**config.mk**
```make
export PLATFORM = sky130hd
export DESIGN_NAME = diamond_eat_ctrl
export DESIGN_NICKNAME = d
export VERILOG_FILES = /design/src/rtl/diamond_eat_ctrl.sv
export SDC_FILE = /design/constraint.sdc
export NUM_CORES = 1
export LEC_CHECK = 0
export BUFFER_PORTS_ARGS = -buffer_cell sky130_fd_sc_hd__buf_2
export CORE_ASPECT_RATIO = 2
export CORE_MARGIN = 10
export CORE_UTILIZATION = 30
export CTS_CLUSTER_SIZE = 20
export DETAILED_ROUTE_END_ITERATION = 8
export GPL_TIMING_DRIVEN = 0
export PLACE_DENSITY = 0.61
export RECOVER_POWER = 100
export SLEW_MARGIN = 30
export SYNTH_ARGS = -nofsm -noshare
export SYNTH_HDL_FRONTEND = slang
export SYNTH_SLANG_ARGS = --single-unit
export TNS_END_PERCENT = 1
```
**constraint.sdc**
```tcl
create_clock -name Clk -period 4.3 [get_ports Clk]
set_input_delay 0.86 -clock Clk [delete_from_list [all_inputs] [get_ports Clk]]
set_output_delay 0.86 -clock Clk [all_outputs]
set_load 0.05 [all_outputs]
```
**src/rtl/diamond_eat_ctrl.sv**
```systemverilog
// diamond_eat_ctrl
// Per-level diamond collection controller. Once per video frame (after the
// game is active) it latches the player position and walks the level's
// diamonds one per clock, marking every diamond the player hitbox overlaps
// as eaten. Eaten flags are sticky until level_reset or Reset_n.
//
// Ports:
//   Clk            system clock
//   Reset_n        asynchronous active-low reset
//   frame_clk      vsync-derived strobe, asynchronous to Clk
//   level_reset    synchronous clear of all eaten state, aborts a scan
//   game_active    scans only start while high
//   player_x/y     player hitbox top-left corner (pixels)
//   diamond_x/y    packed diamond top-left corners, 10 bits per diamond
//   is_diamond_eat sticky per-diamond eaten flags
//   diamond_count  number of diamonds eaten
//   all_eaten      every diamond eaten (updated once per scan)
//   eat_pulse      one-cycle strobe per newly eaten diamond
//   busy           scan in progress
module diamond_eat_ctrl #(
  parameter int N_DIAMOND    = 4,
  parameter int DIAMOND_SIZE = 20,
  parameter int PLAYER_W     = 20,
  parameter int PLAYER_H     = 30
) (
  input  logic                    Clk,
  input  logic                    Reset_n,
  input  logic                    frame_clk,
  input  logic                    level_reset,
  input  logic                    game_active,
  input  logic [9:0]              player_x,
  input  logic [9:0]              player_y,
  input  logic [10*N_DIAMOND-1:0] diamond_x,
  input  logic [10*N_DIAMOND-1:0] diamond_y,
  output logic [N_DIAMOND-1:0]    is_diamond_eat,
  output logic [3:0]              diamond_count,
  output logic                    all_eaten,
  output logic                    eat_pulse,
  output logic                    busy
);

  localparam int IW = (N_DIAMOND > 1) ? $clog2(N_DIAMOND) : 1;
  localparam logic [IW-1:0] LAST_IDX = IW'(N_DIAMOND - 1);
  localparam logic [10:0] DS_EXT = 11'(DIAMOND_SIZE);
  localparam logic [10:0] PW_EXT = 11'(PLAYER_W);
  localparam logic [10:0] PH_EXT = 11'(PLAYER_H);

  typedef enum logic [1:0] {IDLE, LATCH, CHECK, DONE} state_e;

  state_e                 state_q, state_d;
  logic                   syncA_q, syncB_q, syncPrev_q;
  logic                   frameTick;
  logic [9:0]             px_q, px_d;
  logic [9:0]             py_q, py_d;
  logic [IW-1:0]          idx_q, idx_d;
  logic [N_DIAMOND-1:0]   eaten_q, eaten_d;
  logic [3:0]             count_q, count_d;
  logic                   allEaten_q, allEaten_d;
  logic                   pulse_q, pulse_d;
  logic [9:0]             dxCur, dyCur;
  logic                   hit;

  // Two-flop synchronizer for the asynchronous frame strobe, plus a third
  // flop so a frame produces a single-cycle tick on its rising edge. These
  // flops are deliberately untouched by level_reset.
  always_ff @(posedge Clk or negedge Reset_n) begin
    if (!Reset_n) begin
      syncA_q    <= 1'b0;
      syncB_q    <= 1'b0;
      syncPrev_q <= 1'b0;
    end else begin
      syncA_q    <= frame_clk;
      syncB_q    <= syncA_q;
      syncPrev_q <= syncB_q;
    end
  end

  assign frameTick = syncB_q & ~syncPrev_q;

  // Select the diamond addressed by the scan index. Diamond coordinates are
  // used live, not latched.
  always_comb begin
    dxCur = '0;
    dyCur = '0;
    for (int i = 0; i < N_DIAMOND; i++) begin
      if (idx_q == IW'(i)) begin
        dxCur = diamond_x[10*i +: 10];
        dyCur = diamond_y[10*i +: 10];
      end
    end
  end

  // Strict box-overlap test in 11 bits so edge sums never wrap; touching
  // edges do not count as overlap.
  assign hit = ({1'b0, px_q}  < ({1'b0, dxCur} + DS_EXT)) &&
               ({1'b0, dxCur} < ({1'b0, px_q}  + PW_EXT)) &&
               ({1'b0, py_q}  < ({1'b0, dyCur} + DS_EXT)) &&
               ({1'b0, dyCur} < ({1'b0, py_q}  + PH_EXT));

  // Scan FSM next-state and datapath. level_reset is applied last so it
  // overrides whatever the current state would have done.
  always_comb begin
    state_d    = state_q;
    px_d       = px_q;
    py_d       = py_q;
    idx_d      = idx_q;
    eaten_d    = eaten_q;
    count_d    = count_q;
    allEaten_d = allEaten_q;
    pulse_d    = 1'b0;

    case (state_q)
      IDLE: begin
        if (frameTick && game_active) state_d = LATCH;
      end
      LATCH: begin
        px_d    = player_x;
        py_d    = player_y;
        idx_d   = '0;
        state_d = CHECK;
      end
      CHECK: begin
        // An already-eaten diamond is skipped, so the count can never
        // exceed the number of diamonds.
        if (hit && !eaten_q[idx_q]) begin
          eaten_d[idx_q] = 1'b1;
          count_d        = count_q + 4'd1;
          pulse_d        = 1'b1;
        end
        if (idx_q == LAST_IDX) begin
          state_d = DONE;
        end else begin
          idx_d = idx_q + IW'(1);
        end
      end
      DONE: begin
        allEaten_d = &eaten_q;
        state_d    = IDLE;
      end
      default: state_d = IDLE;
    endcase

    if (level_reset) begin
      state_d    = IDLE;
      eaten_d    = '0;
      count_d    = '0;
      allEaten_d = 1'b0;
      pulse_d    = 1'b0;
    end
  end

  // State and datapath registers.
  always_ff @(posedge Clk or negedge Reset_n) begin
    if (!Reset_n) begin
      state_q    <= IDLE;
      px_q       <= '0;
      py_q       <= '0;
      idx_q      <= '0;
      eaten_q    <= '0;
      count_q    <= '0;
      allEaten_q <= 1'b0;
      pulse_q    <= 1'b0;
    end else begin
      state_q    <= state_d;
      px_q       <= px_d;
      py_q       <= py_d;
      idx_q      <= idx_d;
      eaten_q    <= eaten_d;
      count_q    <= count_d;
      allEaten_q <= allEaten_d;
      pulse_q    <= pulse_d;
    end
  end

  assign is_diamond_eat = eaten_q;
  assign diamond_count  = count_q;
  assign all_eaten      = allEaten_q;
  assign eat_pulse      = pulse_q;
  assign busy           = (state_q != IDLE);

endmodule

```
## Yosys cells after proc, flatten, opt, wreduce, memory -nomap -nowiden

Index checks and enable logic that the tools add are counted.

- ROM bits: 0
- RAM bits: 0
- Register bits: 37
- Output and inout port bits: 11
- Bits in latches: 0
- Bits of input ports: 105
- Memories: 0

- Reductions and logical operators: 18
- Divide/modulo/power cells: 0
- Add/subtract/negate cells: 6
- Eq/ne operators: 9
- $mul: 0
- Mux-type cells: 29
- Shift-type cells: 0
- Bitwise gates (word level): 3
- $lt $le $gt $ge: 6

Operators with widths:

| cell | count |
|---|---|
| $mux 10 | 8 |
| $add 10x5->11 const B | 4 |
| $lt 10x11->1 | 4 |
| $mux 4 | 6 |
| $reduce_bool 2->1 | 5 |
| $eq 2x2->1 const B | 4 |
| $mux 2 | 4 |
| $pmux 2 s4 | 1 |
| $mux 1 | 7 |
| $logic_and 1x1->1 | 6 |
| $ne 3x3->1 const B | 2 |
| $reduce_and 2->1 | 3 |
| $add 4x1->4 const B | 1 |
| $eq 2x1->1 const B | 2 |
| $logic_not 2->1 | 2 |
| $or 4x4->4 | 1 |
| $pmux 2 s2 | 1 |
| $reduce_and 4->1 | 1 |
| $lt 2x3->1 const B | 1 |
| $add 2x1->2 const B | 1 |
| $bmux 1 s2 | 1 |
| $demux 1 s2 | 1 |
| $ge 2x1->1 const B | 1 |
| $ne 2x2->1 const B | 1 |
| 3 further kinds | 3 |

## Depth between registers and ports, before layout

Gate-level depths: netlist (run 1).

- Depth after elaboration: 14
- Mapped depth: 20
- Depth with buffers taken out: 18

## Worst setup path after synthesis (run 1)

OpenSTA, ideal clock, no wires.

- Path kind: reg2reg
- From: register idx_q[1]
- To: register count_q[2], in the netlist diamond_count[2]
- Cell stages (with the launch flop): 20
- Path slack: 0.424 ns
- Path buffers: 2
- Data arrival time: 3.748 ns
- Data required time: 4.172 ns
- Setup time: 0.128 ns
- Cells stage by stage: dfrtp_1 -> inv_1 -> ha_1 -> buf_6 -> clkbuf_1 -> nor2b_1 -> a221oi_1 -> nor3_1 -> a21oi_1 -> inv_1 -> ha_1 -> o21ai_0 -> xor2_1 -> ha_1 -> and4_1 -> a21oi_1 -> a31oi_1 -> o32a_4 -> nor4b_2 -> mux2_1

- Word-level cells in the longest chain between the ends: 13
- Elaborated cells between the ends (all ways): 27
- Classes of those cells: add/sub: 2; order compare: 4; eq/ne: 3; mux: 10; reduce/logical: 8

Ends and longest elaborated chain:

| element | line | text |
|---|---|---|
| start, declared | 55 | `logic [IW-1:0] idx_q, idx_d;` |
| start signal, assigned | 167 | `idx_q <= idx_d;` |
| $logic_not 2->1 | 86 | `if (idx_q == IW'(i)) begin` |
| $mux 10 (4 in series) | 86 |  |
| $add 10x5->11 | 95 | `assign hit = ({1'b0, px_q} < ({1'b0, dxCur} + DS_EXT)) &&` |
| $lt 10x11->1 | 95 |  |
| $logic_and 1x1->1 | 95 |  |
| $logic_and 1x1->1 | 96 | `({1'b0, dxCur} < ({1'b0, px_q} + PW_EXT)) &&` |
| $logic_and 1x1->1 | 97 | `({1'b0, py_q} < ({1'b0, dyCur} + DS_EXT)) &&` |
| $logic_and 1x1->1 * | 125 | `if (hit && !eaten_q[idx_q]) begin` |
| $reduce_bool 2->1 (no source line) * | n/a |  |
| $reduce_and 2->1 (no source line) * | n/a |  |
| end signal, assigned | 169 | `count_q <= count_d;` |
| end, declared | 57 | `logic [3:0] count_q, count_d;` |

Every way passes the cells marked *; elsewhere a longest branch is shown, timed or not. The select of a mux whose other input is x is not followed.
A chain may end at the register's enable or synchronous reset.

## Worst setup path after layout (run 1)

- From: register idx_q[0]
- To: register count_q[2], in the netlist diamond_count[2]

The elaborated chain is that of the path after synthesis.

==> impl.org, run 1 <==
** Timing
- Number of max-slew violations in the final report :: 38
- Based on the critical path, the design can be clocked at up to between 0.2 and 0.25 GHz.
- Setup repair after global routing missed its margin :: no
- Dividing the final minimum period by the clock period gives a little over nine tenths.
- Hold is met by ~0.36 ns.
- Final worst path period need :: 4.068 ns
- Finish-stage setup viols :: 0
- The final number of hold-violating endpoints was 0.
- Layout Skew :: about 0.0042 ns
- At the pin with the least slew margin, the transition time is 2.135 ns.
- Headroom to the max-slew limit came out at -42.30%.

** Floorplanning
- Full die area :: between 15000 and 20000 um2
- Core area :: about 12000 um2
- Pin placement for this block handled approximately 120 I/O pins.
- The floorplan has 56 rows.
- Vert. Die Dim :: ~180 um
- Starting Density :: 30.85%
- In this run the horizontal extent of the chip is approximately 98 um.

** CTS
- Clock-pin slew was measured on the worst setup and hold paths at approximately 0.060 ns.
- The clock net in this run drives a total of 37 sinks.
- Number of CTS-inserted buffers :: 5
- Clock insertion delay at the later pin of the skew report :: ~0.29 ns
- TritonCTS built the clock tree.
- Clock buffer depth :: 2
- CTS Hold Buffers Added :: 0
- The tree is rooted in a sky130_fd_sc_hd__clkbuf_16.
- The H-tree was split into 2 levels.

** Global route
- The number of global-route vias before repair came to 3825.
- The first global-routing pass estimated between 15 and 20 mm of wire.
- Number of antenna violations at the first check in global routing :: 0
- Summed over all layers, the global routing overflow is 0.
- Pin count of the biggest net entering global routing :: 38
- Global-route usage over all layers :: between 10 and 15%

** Synthesis
- The commonest cells after synthesis are 48 x sky130_fd_sc_hd__ha_1, 37 x sky130_fd_sc_hd__dfrtp_1, 26 x sky130_fd_sc_hd__a21oi_1.
- Yosys mapped a number of flops with a built-in enable equal to 0.
- The cell area that synthesis handed to floorplanning was roughly 3600 um2.
- Synthesis inferred 37 register bits.
- Mean cell area of the mapped netlist :: ~9.3 um2
- The synthesized design spends more area on one cell type than any other, namely sky130_fd_sc_hd__dfrtp_1.
- Dominant cell by count in the synthesized netlist :: sky130_fd_sc_hd__ha_1
- In this run the biggest area consumer among cell types represents between 20% and 30% of the synthesized area.
- Largest cells by area after synthesis :: sky130_fd_sc_hd__dfrtp_1 25%, sky130_fd_sc_hd__ha_1 17%, sky130_fd_sc_hd__mux2_2 5.3%, sky130_fd_sc_hd__xor2_1 3.9%, sky130_fd_sc_hd__a21oi_1 3.6%
- Number of warnings reported in the yosys synthesis log :: 0
- Syn Nets :: roughly 540
- Dominant register cell in the synthesized netlist :: sky130_fd_sc_hd__dfrtp_1
- Sequential share of the synthesized area :: between 20% and 30%
- For this run, asynchronously set or reset flops after synthesis account for 100.0%.
- Yosys mapped the design onto 64 distinct sky130hd cell types.
- Post-Syn Instances :: between 300 and 400

** Outcome
- Violated checks :: capacitance limit, slew limit
- The flow ran to the end, but the final reports show violations.

** Placed design
- HPWL after DPL :: between 10 and 15 mm
- Count of buffers inserted at the top-level ports :: ~120
- GP Congestion :: between 0.9 and 1

** Finish
- Total Nets Final :: about 660
- Layout cell share with drive strength beyond 1 :: 34.38%
- Summing all multi-input logic gate instances after layout gives ~2600 um2.
- Area taken by flip-flops and latches :: around 900 um2
- The repair_antennas step left the layout with diodes totalling 0.
- Area growth syn-to-layout :: 27.02%
- Count of fill cells added during filler insertion :: 1216

** Critical path
- Capturing element type of the critical path :: flop
- The critical path is of the reg -> reg type.
- Arrival @ worst endpoint :: 4.24 ns
- The worst setup path is launched from a flop.
- CP max-delay cell :: sky130_fd_sc_hd__dfrtp_2
- Cell-by-cell trace of the critical path :: inv_1, ha_1, nor2b_1, buf_4, a221oi_1, nor3_1, a21oi_2, inv_1, ha_2, xor2_1, ha_1, a211oi_2, o21ai_0, a211oi_1, o21ai_1, o221a_2, nor4b_2, mux2_1
- In this run the worst path has a maximum fanout of 10.
- Worst path max stage delay :: ~0.41 ns
- Data on the critical path is required at its endpoint by roughly 4.5 ns.

** Drt
- Number of vias in the routed layout :: ~3500
- Antenna-violating nets left :: 0
- For this run, design rule violations remaining after detail routing come to 0.
- Starting DRT DRC Count :: ~150
- Before antenna repair, the detailed router went through 4 iterations.
- After detailed routing, the number of vias per cell comes to 5.367.
- For this block, the routed nets add up to between 10 and 15 mm of wire.
- Detailed-route wire length per cell :: 19.39 um

** Hold path
- Hold WC Path Type :: reg -> reg

** Power and ir drop
- Leakage component of the power :: 2.122 nW
- Power comes to slightly above 4 mW.
- For this design the ratio of total power to cell area is around 900 nW/um2.
- VDD sags by at most around 450 uV.

** Run
- Count of maximum capacitance violations :: 1
-- repair_timing --
item                                   4_1_cts  5_1_grt
pin swaps                                    0        0
gates resized for setup                      1       15
endpoints found under the hold margin        0        0
setup endpoints to repair                    8        7
buffers inserted                             0        2
-- per-layer routing --
metal | GRT usage (%) | up-vias | share of wire, %
met2 | 28.39 | 117 | 58
met4 | 7.186 | 0 | 4.0
li1 | - | 1694 | -
met3 | 2.948 | 28 | 5.1
met1 | 12.94 | 1687 | 33
met5 | 0 | - | 0
-- registers in the layout, summed over array words and instances, names as in the netlist --
| name | count |
|---|---|
| syncA_q | 1 |
| syncB_q | 1 |
| px_q | 10 |
| all_eaten | 1 |
| state_q | 2 |
| syncPrev_q | 1 |
| is_diamond_eat | 4 |
| diamond_count | 4 |
| py_q | 10 |
| eat_pulse | 1 |
| idx_q | 2 |
-- worst paths after layout --
| check | startpoint | end | slack [ns] | cells past startpoint |
|---|---|---|---|---|
| setup reg to reg | idx_q[0] | diamond_count[2] | 0.23 | 18 |
| hold reg to reg | syncA_q | syncB_q | 0.36 | 0 |
| min in group asynchronous | Reset_n | syncA_q | 1.19 | 1 |
| max in group asynchronous | Reset_n | idx_q[0] | 1.73 | 1 |
| setup / recovery | idx_q[0] | diamond_count[2] | 0.23 | 18 |
| hold / removal | syncA_q | syncB_q | 0.36 | 0 |
-- placed cells by master, fill, tap and decap left out, drive strengths merged, types with 10 or more instances in the layout --
cell type / netlist / layout
a21oi: 28 / 28
a221oi: 12 / 12
buf: 10 / 113
clkbuf: 6 / 24
dfrtp: 37 / 37
ha: 48 / 48
inv: 21 / 21
mux2: 19 / 19
nand2: 20 / 20
nor2: 25 / 25
nor2b: 17 / 17
o21ai: 20 / 20
o22ai: 14 / 14
xnor2: 10 / 10
xor2: 16 / 16
-- area by class of cell --
type | count | share of cell area, %
inverters | 22 | 1.818
clock inverters | 2 | 0.8139
multi-input cells | 314 | 55.48
plain buffers | 14 | 2.387
flip-flops and latches | 37 | 20.10
repair buffers | 117 | 12.45
clock buffers | 6 | 3.011
well taps | 145 | 3.934
-- power by group --
group	internal [mW]	switching, mW
Clock	0.289	0.152
Combinational	1.33	1.71
Sequential	0.464	0.173
-- worst max-delay path, delay by kind of cell (launching register included) --
| kind | cells | cell delay (ns) |
|---|---|---|
| multiplexers | 1 | 0.34 |
| adder cells (fa/ha/maj) | 3 | 0.79 |
| AO/OA/AOI/OAI | 7 | 1.32 |
| flip-flops | 1 | 0.41 |
| buffers and inverters | 3 | 0.38 |
| XOR/XNOR | 1 | 0.17 |
| AND/OR/NAND/NOR | 3 | 0.54 |
-- cells by family (layout without fill, tap and decap cells) --
group	Yosys count	in the layout	share of synthesized area [%]
adders and majority gates	48	48	16.54
AOI/OAI and AO/OA	114	114	23.50
xor gates and xnor gates	26	26	6.271
buffers and inverters	38	161	5.444
muxes	21	21	6.788
DFF	37	37	25.50
and+or+nand+nor	105	105	15.96
-- stage by stage --
stage	TNS (ns)	utilization, %	instances	cell area [um2]	worst slack [ns]
final	0	39.18	657	4612	0.2317
after global routing	0	39.18	657	4612	0.01045
after CTS	0	38.72	655	4558	0.04268
after detailed placement	-1.396	37.28	649	4388	-0.3086
after global placement	-1.229	37.28	649	4388	-0.3061
after floorplan	0	-	389	3631	0.4244
No activity file was read; power rests on OpenSTA's default activity.
==> run 2: changes to the inputs <==
==> constraint.sdc (replaced) <==
create_clock -name Clk -period 5 [get_ports Clk]
set_input_delay 1 -clock Clk [delete_from_list [all_inputs] [get_ports Clk]]
set_output_delay 1 -clock Clk [all_outputs]
set_load 0.05 [all_outputs]
==> impl.org, run 2 (synthesis gave the netlist of run 1 again) <==
** Outcome
- Violated checks :: capacitance limit, slew limit
- The flow ran to the end, but the final reports show violations.

** Global route
- Number of antenna violations at the first check in global routing :: 0
- Global-route usage over all layers :: between 10 and 15%
- Vias in the first global route :: 3839
- Global-route wire length before repair :: between 15 and 20 mm
- Pin count of the biggest net entering global routing :: 38
- Global routing finished with a remaining overflow of 0.

** Finish
- Final standard cell area without fillers :: between 4000 and 5000 um2
- Largest registers in the final layout :: px_q: 10 flops, py_q: 10 flops
- Layout cell share with drive strength beyond 1 :: 31.64%
- Total Nets Final :: around 660
- Share of the core filled with cells :: 38.57%
- Area growth syn-to-layout :: 25.05%
- Antenna cells :: 0
- Leaving out fill and tap cells, the most frequent cells in the layout are 103 x sky130_fd_sc_hd__buf_2, 48 x sky130_fd_sc_hd__ha_1, 37 x sky130_fd_sc_hd__dfrtp_1.
- Most frequent standard cell in the layout excluding fill and tap cells :: sky130_fd_sc_hd__buf_2

** Critical path
- Arrival @ worst endpoint :: 4.82 ns
- STA classifies the critical path startpoint as a flop.
- Of all nets on the critical path, the largest fanout is 10.
- The worst setup path is captured at a flop.
- Critical path data required time :: roughly 5.2 ns
- The worst setup path is of the reg -> reg kind.

** Run
- Across the run, the number of max-cap violations was 1.

** Timing
- Measured against its own limit, the worst slew margin works out to -42.21%.
- Ratio of final minimum period to clock period :: approximately 93%
- The worst path meets setup with 0.3513 ns of slack.
- Max Clk Rate :: between 0.2 and 0.25 GHz
- The clock period could shrink to 4.649 ns.
- Transition time of the tightest slew-check pin :: 2.133 ns
- Number of max-slew violations in the final report :: 38
- Hold timing on the final database bottoms out at a slack of 0.3604 ns.
- The final number of hold-violating endpoints came to 0.
- Finish-stage setup viols :: 0
- Summed over all failing endpoints, the final setup total negative slack is 0 ns.
- On the final layout, the worst clock skew is between 0.004 and 0.005 ns.
- Setup repair after global routing left no endpoint under its margin.

** CTS
- Clock net sink count :: 37
- After clock tree synthesis, the repair step resized 0 gates.
- Number of CTS-inserted buffers :: 5
- Root buffer cell :: sky130_fd_sc_hd__clkbuf_16
- The longest clock path from root to sink contains 2 buffers.
- At the later pin of the worst-skew pair, clock insertion delay measures 0.29 ns.
- H-tree levels :: 2
- TritonCTS built the clock tree.
- After clock tree synthesis, the setup repair step added 0 buffers.
- Clk slew on worst S/H paths :: approximately 0.060 ns
- CTS Hold Buffers Added :: 0

** Placed design
- Instance area at placement :: between 4000 and 5000 um2
- The congestion estimate from routability-driven global placement came to slightly above 0.9.
- The count of buffers added on input and output ports is around 120.
- HPWL after DPL :: roughly 11 mm
- Before CTS, the worst setup slack after placement is slightly below 0.4 ns.

** Power and ir drop
- Highest ir drop seen on vdd :: roughly 370 uV
- The analysis attributes to cell leakage a power of ~2.1 nW.
- Dividing total power by cell area gives a power density of approximately 760 nW/um2.

** Drt
- In this run, the number of DRC markers left after iteration 0 of detailed routing was roughly 160.
- For this block, the routed nets add up to about 13 mm of wire.
- The first detailed-routing pass took 4 iterations.
- Detailed-route wire length per cell :: slightly below 20 um
- Count of unresolved DRC violations after routing :: 0
- Summing over every cut layer, the via total after detailed routing is approximately 3500.
- In this run the remaining antenna-violating nets after routing total 0.
- Dividing the detail-routed via count by the number of cells gives around 5.4.

** Floorplanning
- The die is ~180 um tall.
- The die is about 98 um wide.
- Core area :: approximately 12000 um2
- The die covers about 17000 um2.
- Starting Density :: 30.85%
- FP Rows :: between 50 and 60
- Pin placement for this block handled about 120 I/O pins.

** Hold path
- Hold WC Path Type :: reg -> reg
## run 2: report_power, final
group          switching [mW]  total [mW]  internal (mW)
sequential              0.149       0.548          0.399
clock                   0.134       0.383          0.249
combinational            1.43        2.52           1.10
## run 2: through the flow
stage	instances	total power, mW
floorplan	389	2.400
global placement	649	3.007
detailed placement	649	3.071
CTS	657	3.472
global route	657	3.808
finish	657	3.452
## run 2: routing by layer
metal	routed length, um	GRT usage, %	up-vias
met5	0	0	-
met4	518	7.004	0
met3	635	3.184	28
met2	7276	28.48	121
met1	4259	13.29	1692
li1	-	-	1690
## run 2: final timing paths
kind,from,end,slack (ns),depth (start not counted)
setup / recovery,idx_q[1],diamond_count[2],0.35,20
max in group asynchronous,Reset_n,py_q[4],2.45,1
hold / removal,syncA_q,syncB_q,0.36,0
setup reg to reg,idx_q[1],diamond_count[2],0.35,20
hold reg to reg,syncA_q,syncB_q,0.36,0
min in group asynchronous,Reset_n,syncA_q,1.32,1
## run 2: area by class of cell
type	count	area, um2
clock buffer	6	138.9
multi-input combinational	314	2507
tap	145	181.4
inverter	22	83.83
sequential	37	925.9
buffer	16	106.4
fill	1223	7231
timing repair buffer	115	559.3
clock inverter	2	37.54
## run 2: critical path, cell delays in order (launching register included)
cell and delay (ns):
sky130_fd_sc_hd__dfrtp_1 0.43, sky130_fd_sc_hd__inv_1 0.10, sky130_fd_sc_hd__ha_1 0.26, sky130_fd_sc_hd__buf_6 0.19, sky130_fd_sc_hd__clkbuf_1 0.49, sky130_fd_sc_hd__nor2b_1 0.10, sky130_fd_sc_hd__a221oi_1 0.29, sky130_fd_sc_hd__nor3_1 0.07
sky130_fd_sc_hd__a21oi_1 0.20, sky130_fd_sc_hd__inv_1 0.10, sky130_fd_sc_hd__ha_1 0.24, sky130_fd_sc_hd__nor2_1 0.23, sky130_fd_sc_hd__nor2_1 0.07, sky130_fd_sc_hd__nand2_1 0.08, sky130_fd_sc_hd__xor2_1 0.17, sky130_fd_sc_hd__ha_1 0.27
sky130_fd_sc_hd__a21o_1 0.16, sky130_fd_sc_hd__a21o_1 0.18, sky130_fd_sc_hd__o32a_4 0.27, sky130_fd_sc_hd__nor4b_2 0.28, sky130_fd_sc_hd__mux2_1 0.34
==> run 3: changes to the inputs <==
--- a/config.mk
+++ b/config.mk
@@ -11,9 +11,9 @@
 export CORE_UTILIZATION = 30
 export CTS_CLUSTER_SIZE = 20
 export DETAILED_ROUTE_END_ITERATION = 8
-export GPL_TIMING_DRIVEN = 0
 export PLACE_DENSITY = 0.61
 export RECOVER_POWER = 100
+export REMOVE_ABC_BUFFERS = 1
 export SLEW_MARGIN = 30
 export SYNTH_ARGS = -nofsm -noshare
 export SYNTH_HDL_FRONTEND = slang
==> impl.org, run 3 (synthesis gave the netlist of run 1 again) <==
** Outcome
- Result of the run :: finished with violations
- Violated checks :: capacitance limit, slew limit

** Drt
- Count of unresolved DRC violations after routing :: 0
- Number of vias in the routed layout :: between 3000 and 4000
- Routed WL :: 12.66 mm
- Detailed-route wire length per cell :: a little under 20 um
- In this run, the number of DRC markers left after iteration 0 of detailed routing was around 160.
- The first detailed-routing pass ran for 4 iterations.
- After detailed routing, the number of vias per cell comes to approximately 5.3.
- Once detail routing completed, the nets flagged for antenna violations numbered 0.

** Critical path
- The critical path contains buffers and inverters numbering 2 combined.
- The worst setup path is captured at a flop.
- For the worst setup path, the data required time is 5.17 ns.
- Top Family by Delay on Critical Path :: compound AO/OA/AOI/OAI gates
- Walking the worst path, the cells encountered are ha_1, clkbuf_1, nor3_1, a21oi_1, inv_1, ha_1, o21ai_0, xor2_1, ha_1, o21ai_0, o21ai_0, a211oi_1, o21ai_0, o221a_1, nor4b_1, mux2_1.
- Of all nets on the critical path, the largest fanout is 13.
- In this design, the stage delay of the slowest critical-path cell is 0.53 ns.
- Most used cell, CP :: sky130_fd_sc_hd__o21ai_0
- CP max-delay cell :: sky130_fd_sc_hd__ha_1
- Kind of start point of the critical path :: flop
- Arrival @ worst endpoint :: 4.62 ns
- The critical path is of the reg -> reg type.

** Placed design
- Routability-driven placement finished with a final weighted congestion of 0.9354.
- Detailed placement finished with a half-perimeter wire length of 10.81 mm.
- In this run the tool buffered the top-level ports with around 120 buffer cells.

** Global route
- The number of global-route vias before repair was 3681.
- Global routing used roughly 28% of the available met2 tracks.
- In the global route stage, overall resource usage came out at ~14%.
- GRT busiest layer :: met2
- For this run the aggregate overflow at the end of global routing stands at 0.
- The initial antenna violation count came to 0.
- Global-route wire length before repair :: between 15 and 20 mm
- Global routing consumed, on the met1 layer, between 10% and 20% of the routing resources.
- Entering global routing, the biggest net connects 38 pins.
- Global routing used under 10% of the available met3 tracks.

** Timing
- For the pin with the worst max-slew slack, the measured transition is 2.044 ns.
- The worst pin sits at a relative slew slack of -36.27%.
- Setup violations remaining at the end of the flow were counted as 0.
- Hold Violations, Final :: 0
- Counting I/O delays and the setup requirement, the final critical path takes roughly 4.5 ns.
- Max Clk Rate :: 0.2246 GHz
- Setup repair after global routing left no endpoint under its margin.
- The final critical path takes up between 80% and 90% of the cycle.
- Layout Skew :: approximately 0.0043 ns
- Worst-case hold slack :: roughly 0.35 ns
- Number of max-slew violations in the final report :: 38
- Setup TNS :: 0 ns

** Finish
- Layout cell share with drive strength beyond 1 :: a little under a third
- Leaving out fill and tap cells, the most frequent cells in the layout are 102 x sky130_fd_sc_hd__buf_2, 48 x sky130_fd_sc_hd__ha_1, 37 x sky130_fd_sc_hd__dfrtp_1.
- In the final layout, the registers with the most flip-flops are px_q: 10 flops, py_q: 10 flops.
- Leaving out fill and tap cells, the most frequent cell in the layout is sky130_fd_sc_hd__buf_2.
- Antenna cells :: 0
- At the end of the flow, the number of nets in the layout was roughly 650.
- From synthesis to final layout, the design area changed by 22.67%.

** Floorplanning
- Horizontal die dimension :: 97.79 um
- For this configuration, the core starts out at a cell density of a little under a third.
- The die covers roughly 17000 um2.
- For this design the top-level I/O count stands at roughly 120.
- In this run the core area contains 56 standard-cell rows.
- Vert. Die Dim :: 175.6 um
- Core area :: approximately 12000 um2

** CTS
- Gates resized, CTS repair :: 0
- Number of post-CTS setup repair buffers :: 0
- CTS Hold Buffers Added :: 0
- At the later pin of the worst-skew pair, clock insertion delay measures around 0.29 ns.
- Number of CTS-inserted buffers :: 5
- After clock tree synthesis, the clock-pin slew on the worst setup and hold paths is 0.06 ns.
- H-tree levels :: 2
- The clock passes through at most 2 buffers.
- For this design, the sink count on the clock tree is 37.
- Root buffer cell :: sky130_fd_sc_hd__clkbuf_16
- TritonCTS built the clock tree.

** Power and ir drop
- The worst-case IR drop observed on VDD is 331.4 uV.
- Summing internal, switching and leakage power gives around 3.4 mW.
- For this design the static power due to leakage is roughly 2.1 nW.
- For this design the ratio of total power to cell area is between 700 and 800 nW/um2.

** Hold path
- The min-delay analysis places its worst path in the category reg -> reg.

** Run
- The tool flagged a number of max-cap violations equal to 1.
==> run 3: cell count changes in the layout (fill, tap and decap cells not counted), sizes merged <==
cell | before | now
clkbuf | 27 | 19
clkinv | 1 | 2
inv | 21 | 22
buf | 110 | 106
clkinvlp | 1 | 0
==> run 3: area by class of cell <==
| class | instances | area (um2) |
|---|---|---|
| sequential | 37 | 925.9 |
| timing repair buffer | 120 | 593.1 |
| clock buffer | 5 | 125.1 |
| fill | 1245 | 7317 |
| inverter | 22 | 83.83 |
| multi-input combinational | 314 | 2501 |
| clock inverter | 3 | 43.79 |
| tap | 145 | 181.4 |
==> run 3: through the flow <==
step | util, % | cells | instance area, um2 | setup WS (ns)
after floorplan | - | 373 | 3517 | 0.7877
after global placement | 36.63 | 638 | 4312 | 0.7644
after detailed placement | 36.65 | 638 | 4314 | 0.6996
after CTS | 38.08 | 646 | 4483 | 0.7037
after global routing | 37.84 | 646 | 4454 | 0.2305
final | 37.84 | 646 | 4454 | 0.5470
==> run 3: where the power goes <==
group,internal (mW),switching (mW)
clock network,0.236,0.128
logic,1.08,1.36
registers,0.398,0.172
total,1.71,1.66
==> run 3: final timing paths <==
path / from / to / slack (ns) / depth (start not counted)
min: syncA_q / syncB_q / 0.35 / 0
max in group asynchronous: Reset_n / px_q[3] / 2.53 / 1
max: idx_q[0] / diamond_count[2] / 0.55 / 16
min reg2reg: syncA_q / syncB_q / 0.35 / 0
min in group asynchronous: Reset_n / syncA_q / 1.29 / 1
max reg2reg: idx_q[0] / diamond_count[2] / 0.55 / 16
==> run 3: layer usage <==
metal  vias to the layer above  share of wire [%]
met4                         0                3.8
met2                       103                 58
met1                      1641                 34
met5                         -                  0
met3                        30                3.8
li1                       1669                  -
